[src/rtl/output_agc.sv]
// output_agc: automatic gain control and hard limiter in front of the PWM stage.
// Each accepted sample is multiplied by a Q4.8 gain, floored back to integer,
// clamped to 16 bits and emitted with a one-cycle valid. Gain drops quickly on
// loud peaks and creeps back up after a run of quiet samples.
module output_agc #(
  parameter int TARGET          = 24000,
  parameter int ATTACK_SHIFT    = 4,
  parameter int RELEASE_SAMPLES = 4410,
  parameter int GAIN_MIN        = 32,
  parameter int GAIN_MAX        = 2048
) (
  input  logic               clk,
  input  logic               rst,
  input  logic               enable,
  input  logic signed [15:0] pcm_in,
  input  logic               pcm_valid,
  output logic signed [15:0] pcm_out,
  output logic               out_valid,
  output logic        [11:0] gain_out,
  output logic               overrun
);

  typedef enum logic [1:0] {IDLE, MULT, SAT, UPD} state_t;

  localparam logic signed [20:0] TGT_POS    = 21'(TARGET);
  localparam logic signed [20:0] TGT_NEG    = -TGT_POS;
  localparam logic signed [20:0] SAT_POS    = 21'sd32767;
  localparam logic signed [20:0] SAT_NEG    = -21'sd32768;
  localparam logic        [11:0] GAIN_UNITY = 12'd256;
  localparam logic        [11:0] G_MIN      = 12'(GAIN_MIN);
  localparam logic        [11:0] G_MAX      = 12'(GAIN_MAX);
  localparam logic        [15:0] HOLD_LIM   = 16'(RELEASE_SAMPLES);

  state_t state, state_next;

  logic signed [15:0] x;
  logic               en_q;
  logic signed [28:0] prod;
  logic        [11:0] gain;
  logic        [15:0] hold_cnt;
  logic               loud;

  logic signed [12:0] g_eff;
  logic signed [28:0] mult;
  logic signed [20:0] y;
  logic signed [15:0] pcm_sat;
  logic               loud_next;
  logic        [11:0] attack_step;
  logic        [11:0] gain_dec;
  logic        [11:0] gain_inc;

  // Bypass uses exact unity gain so a disabled sample passes through untouched.
  assign g_eff = en_q ? $signed({1'b0, gain}) : $signed({1'b0, GAIN_UNITY});
  assign mult  = 29'(x) * 29'(g_eff);
  // Arithmetic shift floors toward minus infinity, matching the Q4.8 scaling.
  assign y     = 21'(prod >>> 8);

  assign pcm_sat   = (y > SAT_POS) ? 16'sh7FFF :
                     (y < SAT_NEG) ? 16'sh8000 : y[15:0];
  // Loudness is judged before clamping so heavy overdrive still pulls gain down.
  assign loud_next = (y > TGT_POS) || (y < TGT_NEG);

  assign attack_step = (gain >> ATTACK_SHIFT) + 12'd1;
  assign gain_dec    = ({1'b0, gain} < ({1'b0, G_MIN} + {1'b0, attack_step}))
                       ? G_MIN : (gain - attack_step);
  assign gain_inc    = (gain >= G_MAX) ? G_MAX : (gain + 12'd1);

  assign gain_out = gain;

  // State register.
  always_ff @(posedge clk) begin
    if (rst) state <= IDLE;
    else     state <= state_next;
  end

  // Fixed four-step walk per sample: capture, multiply, saturate, update gain.
  always_comb begin
    state_next = state;
    case (state)
      IDLE:    if (pcm_valid) state_next = MULT;
      MULT:    state_next = SAT;
      SAT:     state_next = UPD;
      UPD:     state_next = IDLE;
      default: state_next = IDLE;
    endcase
  end

  // Datapath, output registers and gain/hold bookkeeping.
  always_ff @(posedge clk) begin
    if (rst) begin
      x         <= '0;
      en_q      <= 1'b0;
      prod      <= '0;
      pcm_out   <= '0;
      out_valid <= 1'b0;
      loud      <= 1'b0;
      gain      <= GAIN_UNITY;
      hold_cnt  <= '0;
      overrun   <= 1'b0;
    end else begin
      if (pcm_valid && (state != IDLE)) overrun <= 1'b1;
      case (state)
        IDLE: begin
          if (pcm_valid) begin
            x    <= pcm_in;
            en_q <= enable;
          end
        end
        MULT: prod <= mult;
        SAT: begin
          pcm_out   <= pcm_sat;
          out_valid <= 1'b1;
          loud      <= loud_next;
        end
        UPD: begin
          out_valid <= 1'b0;
          if (en_q) begin
            if (loud) begin
              gain     <= gain_dec;
              hold_cnt <= '0;
            end else if (hold_cnt == HOLD_LIM) begin
              gain <= gain_inc;
            end else begin
              hold_cnt <= hold_cnt + 16'd1;
            end
          end
        end
        default: ;
      endcase
    end
  end

endmodule

[config.mk]
export PLATFORM = sky130hd
export DESIGN_NAME = output_agc
export DESIGN_NICKNAME = d
export VERILOG_FILES = /design/src/rtl/output_agc.sv
export SDC_FILE = /design/constraint.sdc
export NUM_CORES = 1
export LEC_CHECK = 0
export ABC_AREA = 1
export CAP_MARGIN = 20
export CORE_ASPECT_RATIO = 1.1
export CORE_MARGIN = 2
export CORE_UTILIZATION = 45
export CTS_CLUSTER_SIZE = 28
export DETAILED_ROUTE_END_ITERATION = 12
export MAX_ROUTING_LAYER = met4
export PLACE_DENSITY_LB_ADDON = 0.12
export SYNTH_ARGS = -nofsm -noshare
export SYNTH_HDL_FRONTEND = slang
export SYNTH_SLANG_ARGS = --single-unit
[constraint.sdc]
create_clock -name clk -period 8.35 [get_ports clk]
set_input_delay 1.67 -clock clk [delete_from_list [all_inputs] [get_ports clk]]
set_output_delay 1.67 -clock clk [all_outputs]
set_load 0.01 [all_outputs]
==> flow_summary_export.csv, run 1 <==
group,metric,value,unit
setup_path,cp_max_fo,15,
yosys,syn-instance-count,1699,
pwr,vdd_drop_max,136,µV
drt,drt-initial-drc-count,709,
placement,dp_hpwl,27900,µm
floorplan,initial_core_util,0.454,
setup_path,critPathLaunch,"en_q",
clock_tree,clk_pin_slew,0.07,ns
drt,routed-wl-met2,16600,µm
layout,multiInputGateArea,8780,µm²
drt,routed.top_layer,"met4",
layout,fin_area,13300,µm²
global_route,grtUsageTotal,0.259,
floorplan,coreArea,26800,µm²
placement,place_congestion,0.949,
sta,rsz0062_at_grt,"false",
global_route,grt_max_degree,41,
pwr,p_switching,887,µW
drt,drt-total-wl,33900,µm
global_route,grt-ovfl-total,0,
floorplan,die_w,161,µm
setup_path,cpPeakStageDelay,0.60,ns
drt,avgRoutedWirePerCell,16.3,µm
pwr,switching_share,0.462,
min_path,min_from,"pcm_out[15]",
sta,drv_slew,0,
yosys,synth_warnings,0,
sta,setup_tns,0,ns
clock_tree,tritoncts,"built",
floorplan,ios,50,
min_path,worstHoldPathType,"reg2reg",
sta,setup_viol,0,
sta,timing.final.crit_period,6.13,ns
layout,finalNetCount,2003,
yosys,yosysUniqueCellTypes,36,
setup_path,reg2reg_depth,21,
pwr,internal_power,1030,µW
setup_path,worst_setup_path_end_kind,"flip-flop",
placement,place_area,13000,µm²
layout,n_fill_cell,2812,
pwr,power_density,145,nW/µm²
pwr,seqPwrFrac,0.348,
drt,antenna_left,0,
sta,fin_skew,0.00764,ns
sta,clock.fmax,0.163,GHz
setup_path,cp_cell_sequence,"nand2_1, nor2_1, fa_1, inv_1, fa_1, inv_1, fa_1, fa_1, inv_1, fa_1, inv_1, ha_1, nand2_1, nor2_1, inv_1, nor3_1, nand3_1, nand3_1, nand3_1, nand2_1, inv_1",
yosys,synth_seq_cells,87,
sta,worstMarginPinSlew,1.05,ns
clock_tree,cts-root-buf,"clkbuf_16",
yosys,seq_area_frac_synth,0.143,
setup_path,crit_arrival,6.39,ns
clock_tree,cts_hold_buf,0,
clock_tree,cts_setup_buffers,0,
setup_path,crit_path_frequent_cell,"inv_1",
placement,port_buffers,49,
layout,ff_latch_area,1740,µm²
pwr,power.leakage,0.00655,µW
run,drv_cap,0,
drt,firstDrtPassIters,5,
sta,hold_viol_final,0,
floorplan,num_rows,63,
clock_tree,clock_sinks,87,
sta,max-slew-margin-rel,0.294,
setup_path,start_kind,"flip-flop",
drt,num_vias,10700,
global_route,antenna_found_initial,0,
clock_tree,htree_levels,3,
yosys,ys.flop_type,"dfxtp_1",
setup_path,r2r-start,"en_q",
layout,antenna_cells,0,
setup_path,critical_path.top_delay_family,"adder cells",
min_path,min_path_cells,2,
yosys,syn_nets,1986,
setup_path,crit_type,"reg2reg",
yosys,synth-edff-count,0,
clock_tree,cts_resized,0,
clock_tree,cts-buffers-inserted,9,
setup_path,critical-path-slowest-cell,"dfxtp_1",
global_route,grt_pass1_wl,56000,µm
drt,via_per_inst,5.14,
yosys,synth_async_sr_flop_share,0,
yosys,syn-cell-area,12200,µm²
drt,wl_met1,14600,µm
layout,syn2layout_area_growth,8.86,%
setup_path,timing.critical_path.depth,21,
min_path,worstHoldEndpoint,"pcm_out[15]",
layout,drive_gt1_frac,0.0250,
setup_path,worst-path-buf-inv,6,
setup_path,crit_required,8.61,ns
setup_path,r2r_slack,2.22,ns
yosys,syn_avg_cell_area,7.17,µm²
drt,wl_met3,1820,µm
floorplan,fp.dieH,177,µm
global_route,grt_pass1_vias,10900,
clock_tree,clk_latency,0.36,ns
setup_path,reg2reg_to,"prod[26]",
pwr,clkPwrFrac,0.219,
floorplan,die_area,28400,µm²
sta,finalCritPeriodShare,0.734,
status,status,"finished, final reports clean",
pwr,p_comb_frac,0.432,
drt,drc,0,
clock_tree,ctsLongestPathBuffers,2,
==> area by class of cell <==
cell class / instances / share of cell area
clock buffers: 9 / 0.0170
repair buffers: 54 / 0.0398
inverters: 390 / 0.110
well taps: 357 / 0.0337
clock inverters: 7 / 0.00547
flip-flops and latches: 87 / 0.131
multi-input cells: 1174 / 0.662
==> worst max path at each step <==
stage / to / slack, ns
after floorplan: prod[27] / 2.86
final: prod[26] / 2.22
after detailed placement: prod[25] / 2.23
after global placement: prod[26] / 2.18
after CTS: prod[25] / 2.21
after global routing: prod[26] / 1.65
==> synthesized netlist by cell type, types with 3 or more instances <==
master	count	area, µm²
xor2_1	16	140
nand2_1	312	1170
o21a_1	4	30.0
a31oi_1	6	37.5
xnor2_1	6	52.6
o21ai_0	88	440
nor3_1	21	105
o21bai_1	5	37.5
nand2_2	8	50.1
nor4_1	3	18.8
buf_2	11	55.1
ha_1	89	1110
clkbuf_1	29	109
dfxtp_1	87	1740
nand4_1	20	125
nand3_1	72	360
a21oi_1	116	581
or2_2	7	43.8
fa_1	178	3560
inv_1	388	1460
nor2_1	207	777
buf_1	8	30.0
==> power groups by stage <==
stage	Sequential (µW)	Clock (µW)	Combinational, µW
finish	669	422	831
global route	685	443	941
CTS	666	428	836
detailed placement	675	0	832
global placement	674	0	829
floorplan	609	0	569
==> through the flow <==
stage | total power, µW | util | worst slack (ns) | std cells | hold slack, ns
2_1_floorplan | 1180 | - | 2.86 | 1699 | 0.448
3_3_place_gp | 1500 | 0.484 | 2.18 | 2062 | 0.451
3_5_place_dp | 1510 | 0.484 | 2.23 | 2062 | 0.463
4_1_cts | 1930 | 0.495 | 2.21 | 2078 | 0.474
5_1_grt | 2070 | 0.495 | 1.65 | 2078 | 0.503
6_report | 1920 | 0.495 | 2.22 | 2078 | 0.467
==> cell usage in the layout, fill, tap and decap left out, types with 3 or more instances in the layout <==
cell type | synthesis | routed
a21oi_1 | 116 | 116
a31oi_1 | 6 | 6
buf_4 | 0 | 5
clkbuf_16 | 0 | 9
clkdlybuf4s50_1 | 0 | 49
dfxtp_1 | 87 | 87
fa_1 | 178 | 178
ha_1 | 89 | 89
inv_1 | 388 | 388
nand2_1 | 312 | 312
nand2_2 | 8 | 8
nand3_1 | 72 | 72
nand4_1 | 20 | 20
nor2_1 | 207 | 207
nor3_1 | 21 | 21
nor4_1 | 3 | 3
o21a_1 | 4 | 4
o21ai_0 | 88 | 88
o21bai_1 | 5 | 5
or2_2 | 7 | 7
xnor2_1 | 6 | 6
xor2_1 | 16 | 16
==> worst min-delay path: stages (launching register included) <==
cell and delay, ns:
dfxtp_1 0.31, nand2_1 0.06, a21oi_1 0.05
==> metal layers <==
metal  track usage  up-vias
met5             -        -
met2         0.438      294
li1              -     5193
met1         0.326     5138
met3        0.0381       54
met4        0.0722        0
==> cells by family (layout without fill, tap and decap cells) <==
logic type	after synthesis	count (layout)	share of synthesized area
buffers and inverters	438	460	0.136
AND/OR/NAND/NOR	656	656	0.222
XOR/XNOR	22	22	0.0158
flip-flops	87	87	0.143
AO/OA/AOI/OAI	229	229	0.0986
adder cells (fa/ha/maj)	267	267	0.384
==> flip-flops by register name, indices dropped and copies added (netlist names) <==
register   flops
prod          21
hold_cnt      16
pcm_out       16
x             16
gain_out      12
state          2
en_q           1
loud           1
out_valid      1
overrun        1
(Power assumes the default switching activity.)
==> inputs of run 2 (changes only) <==
- clock period: 8.35 -> 5.55 ns (I/O delays scaled with it)
==> run 2 against run 1 <==
Non-clock buffer count up 65. Core utilization up 2.3 points. Sequential cell count unchanged. Count of clock-buffer cells in the layout unchanged. Global-route usage up 0.99 points. Critical endpoint is now prod[18]. Sequential share of layout area down 0.56 points. Combinational power up 58%. Via count up 1.6%. Largest power group unchanged. Clock power up 50%. First-iteration DRC count down 7.2%. Sequential power up 46%. Cell count up 3.1%.
==> flow_summary_export.csv, run 2 (synthesis results as in run 1) <==
group,metric,value,unit
floorplan,num_rows,63,
layout,top_register,"prod",
drt,drt-initial-drc-count,658,
min_path,worstHoldPathType,"reg2reg",
layout,final_core_util,0.518,
floorplan,ios,50,
setup_path,worst_setup_path_end_kind,"flip-flop",
setup_path,crit_type,"reg2reg",
global_route,grtUsageTotal,0.269,
clock_tree,ctsLongestPathBuffers,2,
clock_tree,clk_latency,0.36,ns
layout,final_cell_mix,"inv_1 (384), nand2_1 (309), nor2_1 (202)",
status,status,"finished, final reports clean",
sta,setup_viol,0,
pwr,power,2920,µW
floorplan,die_w,161,µm
drt,avgRoutedWirePerCell,16.5,µm
sta,setup_tns,0,ns
placement,port_buffers,49,
clock_tree,cts-buffers-inserted,9,
pwr,power.leakage,0.00688,µW
setup_path,cp_max_fo,12,
placement,dp_hpwl,29400,µm
layout,finalNetCount,2068,
sta,max-slew-margin-rel,0.374,
sta,hold_viol_final,0,
clock_tree,htree_levels,3,
drt,antenna_left,0,
drt,drt-total-wl,35400,µm
floorplan,die_area,28400,µm²
layout,final_common_cell,"inv_1",
pwr,vdd_drop_max,157,µV
sta,clock.fmax,0.186,GHz
sta,rsz0062_at_grt,"true",
clock_tree,cts_hold_buf,0,
drt,firstDrtPassIters,7,
drt,via_per_inst,5.06,
setup_path,start_kind,"flip-flop",
pwr,power_density,210,nW/µm²
global_route,grt_max_degree,35,
global_route,antenna_found_initial,0,
clock_tree,cts-root-buf,"clkbuf_16",
global_route,grt-ovfl-total,0,
setup_path,crit_path_frequent_cell,"fa_1",
floorplan,fp.dieH,177,µm
sta,timing.final.crit_period,5.37,ns
layout,largest_reg_flops,21,
global_route,grt_pass1_wl,58400,µm
layout,n_fill_cell,2743,
layout,drive_gt1_frac,0.0739,
floorplan,coreArea,26800,µm²
setup_path,crit_arrival,5.61,ns
sta,drv_slew,0,
floorplan,initial_core_util,0.454,
drt,num_vias,10900,
drt,drc,0,
setup_path,critical-path-slowest-cell,"fa_1",
run,drv_cap,0,
sta,fin_skew,0.0120,ns
global_route,grt_pass1_vias,11300,
placement,place_congestion,0.927,
sta,finalCritPeriodShare,0.967,
clock_tree,tritoncts,"built",
clock_tree,clk_pin_slew,0.07,ns
layout,syn2layout_area_growth,14.0,%
setup_path,cpPeakStageDelay,0.62,ns
sta,worstMarginPinSlew,0.938,ns
clock_tree,clock_sinks,87,
setup_path,crit_required,5.79,ns
setup_path,cp_cell_sequence,"nand2_1, inv_1, buf_4, nand2_1, fa_1, fa_1, fa_1, inv_1, fa_1, inv_1, fa_1, inv_1, ha_1, a21oi_4, nor2_1, nor2_1, o21bai_1, a21oi_1, xor2_1, a21oi_1",
layout,antenna_cells,0,
## run 2: path summary, 6_finish.rpt
path,from,to,slack (ns),cells after the start
max reg2reg,en_q,prod[18],0.18,20
min,pcm_out[15],pcm_out[15],0.47,2
min reg2reg,pcm_out[15],pcm_out[15],0.47,2
max,en_q,prod[18],0.18,20
## run 2: where the power goes
part	leakage [µW]	internal (µW)	switching, µW	total [µW]
registers	0.000712	789	188	977
logic	0.00602	500	811	1310
clock network	0.000141	317	317	634
total	0.00688	1610	1320	2920
## run 2: cell type report
class / count / area (µm²) / area share
repair buffers: 119 / 1070 / 0.0771
multi-input cells: 1174 / 8850 / 0.638
clock inverters: 7 / 67.6 / 0.00487
well taps: 357 / 447 / 0.0322
clock buffers: 9 / 225 / 0.0162
flip-flops and latches: 87 / 1750 / 0.126
inverters: 390 / 1470 / 0.106
## run 2: worst max-delay path, delay by kind of cell, from the launching register on
family | cells | cell delay (ns)
compound gates | 4 | 0.62
fa+ha+maj | 6 | 3.01
xor+xnor | 1 | 0.21
buf+inv | 5 | 0.48
flops | 1 | 0.44
simple gates | 4 | 0.49
## run 2: timing repair
item / in CTS / in global routing
resized for setup: 2 / 29
hold endpoints to repair: 0 / 0
endpoints found under the setup margin: 10 / 17
buffers inserted: 0 / 1
## run 2: metrics by stage
step	instance area (µm²)	setup slack (ns)	instances	hold WS (ns)
2_1_floorplan	12200	0.0578	1699	0.448
3_3_place_gp	13500	-0.0941	2125	0.452
3_5_place_dp	13500	-0.181	2125	0.460
4_1_cts	13800	0.0610	2141	0.472
5_1_grt	13900	-0.0149	2143	0.515
6_report	13900	0.181	2143	0.474
## run 2: routing by layer
metal	share of wire	vias to the layer above	global-route usage
li1	-	5324	-
met1	0.43	5235	0.325
met2	0.50	237	0.464
met3	0.041	55	0.0383
met4	0.033	0	0.0885
met5	0	-	-
==> inputs of run 3 (changes only) <==
- CELL_PAD_IN_SITES_DETAIL_PLACEMENT: default -> 0
- CELL_PAD_IN_SITES_GLOBAL_PLACEMENT: default -> 1
- CORE_UTILIZATION: 45 -> 42
- PLACE_DENSITY: default -> 0.82
- PLACE_DENSITY_LB_ADDON: 0.12 -> default
==> run 3 against run 2 <==
Non-clock buffer count is 2 higher. Global-route usage is 3.0 points lower. Critical path depth is 4 higher. Fmax is 1.3% higher. First-iteration DRC count is 8.7% higher. Cell count is 0.61% higher. Via count is 0.87% higher. Setup slack better by 0.070 ns. Count of clock-buffer cells in the layout stayed put. Critical path type unchanged. Highest routed layer unchanged.
==> flow_summary_export.csv, run 3 (synthesis results as in run 1) <==
group,metric,value,unit
setup_path,start_kind,"flip-flop",
placement,place_congestion,0.944,
clock_tree,cts-root-buf,"clkbuf_16",
clock_tree,cts-buffers-inserted,9,
global_route,grt-ovfl-total,0,
clock_tree,clk_latency,0.36,ns
placement,port_buffers,49,
drt,avgRoutedWirePerCell,15.8,µm
pwr,vdd_drop_max,166,µV
layout,final_core_util,0.484,
sta,drv_slew,0,
sta,max-slew-margin-rel,0.463,
floorplan,die_area,30400,µm²
global_route,grt_pass1_wl,56200,µm
pwr,power.leakage,0.00684,µW
floorplan,coreArea,28600,µm²
setup_path,cp_cell_sequence,"nand2_1, buf_4, nor2_1, fa_1, inv_1, fa_1, inv_1, fa_1, fa_1, inv_1, fa_1, inv_1, ha_1, a21oi_2, o21a_1, nand2_4, nand2_2, nand2_2, nand2_1, nand2_1, nand2_1, nand3_1, nand2_1, inv_1",
setup_path,crit_required,5.81,ns
global_route,antenna_found_initial,1,
drt,via_per_inst,5.08,
layout,fin_area,13900,µm²
clock_tree,clk_pin_slew,0.08,ns
drt,routed-wl-met2,17100,µm
drt,drt-total-wl,34000,µm
sta,worstMarginPinSlew,0.804,ns
drt,antenna_left,0,
sta,fin_hold_ws,0.470,ns
drt,drc,0,
min_path,worstHoldPathType,"reg2reg",
sta,clock.fmax,0.189,GHz
clock_tree,tritoncts,"built",
setup_path,cp_max_fo,12,
setup_path,worst_setup_path_end_kind,"flip-flop",
drt,firstDrtPassIters,5,
layout,ff_latch_area,1750,µm²
floorplan,ios,50,
pwr,seqPwrFrac,0.340,
floorplan,fp.dieH,183,µm
setup_path,critical-path-slowest-cell,"fa_1",
floorplan,num_rows,65,
clock_tree,htree_levels,3,
clock_tree,ctsLongestPathBuffers,2,
layout,final_common_cell,"inv_1",
floorplan,initial_core_util,0.425,
sta,timing.final.crit_period,5.30,ns
floorplan,die_w,166,µm
layout,finalNetCount,2070,
setup_path,crit_arrival,5.56,ns
pwr,switching_share,0.448,
layout,multiInputGateArea,8810,µm²
setup_path,cpPeakStageDelay,0.61,ns
global_route,grtUsageTotal,0.239,
setup_path,critical_path.top_delay_family,"adder cells",
layout,antenna_cells,0,
status,status,"finished, final reports clean",
layout,drive_gt1_frac,0.0727,
drt,num_vias,10900,
global_route,grt_max_degree,35,
pwr,p_switching,1300,µW
sta,finalCritPeriodShare,0.955,
pwr,p_comb_frac,0.443,
clock_tree,cts_hold_buf,0,
pwr,clkPwrFrac,0.217,
layout,largest_reg_flops,21,
drt,wl_met1,14600,µm
setup_path,worst-path-buf-inv,6,
layout,finalNonFillerCells,2156,
layout,final_cell_mix,"inv_1 (381), nand2_1 (309), nor2_1 (205)",
sta,rsz0062_at_grt,"false",
sta,hold_viol_final,0,
layout,top_register,"prod",
placement,dp_hpwl,28200,µm
layout,syn2layout_area_growth,13.8,%
drt,wl_met3,1280,µm
drt,routed.top_layer,"met4",
drt,drt-initial-drc-count,715,
layout,n_fill_cell,2930,
sta,setup_viol,0,
run,drv_cap,0,
setup_path,crit_type,"reg2reg",
global_route,grt_pass1_vias,11200,
pwr,internal_power,1600,µW
placement,place_area,13500,µm²
sta,fin_skew,0.00811,ns
pwr,power_density,209,nW/µm²
placement,place_inst,2134,
clock_tree,clock_sinks,87,
-- run 3: cell count changes in the layout (fill, tap and decap cells not counted), moves of 4 or more --
cell / previous run / this run
buf_4: 65 / 69
a21oi_2: 7 / 2
inv_6: 5 / 0
a21oi_1: 108 / 114
-- run 3: timing repair --
action	4_1_cts	5_1_grt
endpoints found under the hold margin	0	0
setup endpoints to repair	16	17
buffers inserted	0	5
gates resized for setup	2	20
pin swaps	0	2
-- run 3: power by group through the flow --
stage / Sequential (µW) / Clock, µW / Combinational, µW
CTS: 980 / 642 / 1290
detailed placement: 992 / 0 / 1280
floorplan: 916 / 0 / 856
finish: 986 / 629 / 1280
global placement: 993 / 0 / 1280
global route: 1000 / 671 / 1460
-- run 3: metrics by stage --
stage,power (µW),setup WS [ns],TNS (ns)
final,2900,0.251,0
after global routing,3130,0.00791,0
after CTS,2910,0.0622,0
after detailed placement,2280,-0.200,-1.45
after global placement,2270,-0.165,-1.24
after floorplan,1770,0.0578,0
-- run 3: area by class of cell --
| class | instances | share of cell area |
|---|---|---|
| Clock buffer | 9 | 0.0162 |
| Clock inverter | 7 | 0.00542 |
| Inverter | 390 | 0.107 |
| Multi-Input combinational cell | 1174 | 0.636 |
| Sequential cell | 87 | 0.126 |
| Tap cell | 368 | 0.0332 |
| Timing Repair Buffer | 121 | 0.0765 |
-- run 3: layer usage --
| layer | GRT usage | vias to the layer above |
|---|---|---|
| met5 | - | - |
| met3 | 0.0265 | 50 |
| met4 | 0.0766 | 0 |
| met1 | 0.290 | 5318 |
| li1 | - | 5324 |
| met2 | 0.418 | 253 |
-- run 3: path summary, 6_finish.rpt --
| path | from | end | slack, ns | depth (start not counted) |
|---|---|---|---|---|
| max | en_q | prod[16] | 0.25 | 24 |
| min | pcm_out[15] | pcm_out[15] | 0.47 | 2 |
| max reg2reg | en_q | prod[16] | 0.25 | 24 |
| min reg2reg | pcm_out[15] | pcm_out[15] | 0.47 | 2 |
-- run 3: worst min-delay path, delay by kind of cell, from the launching register on --
family | cells | cell delay, ns
flip-flops | 1 | 0.32
AND/OR/NAND/NOR | 1 | 0.06
AO/OA/AOI/OAI | 1 | 0.05
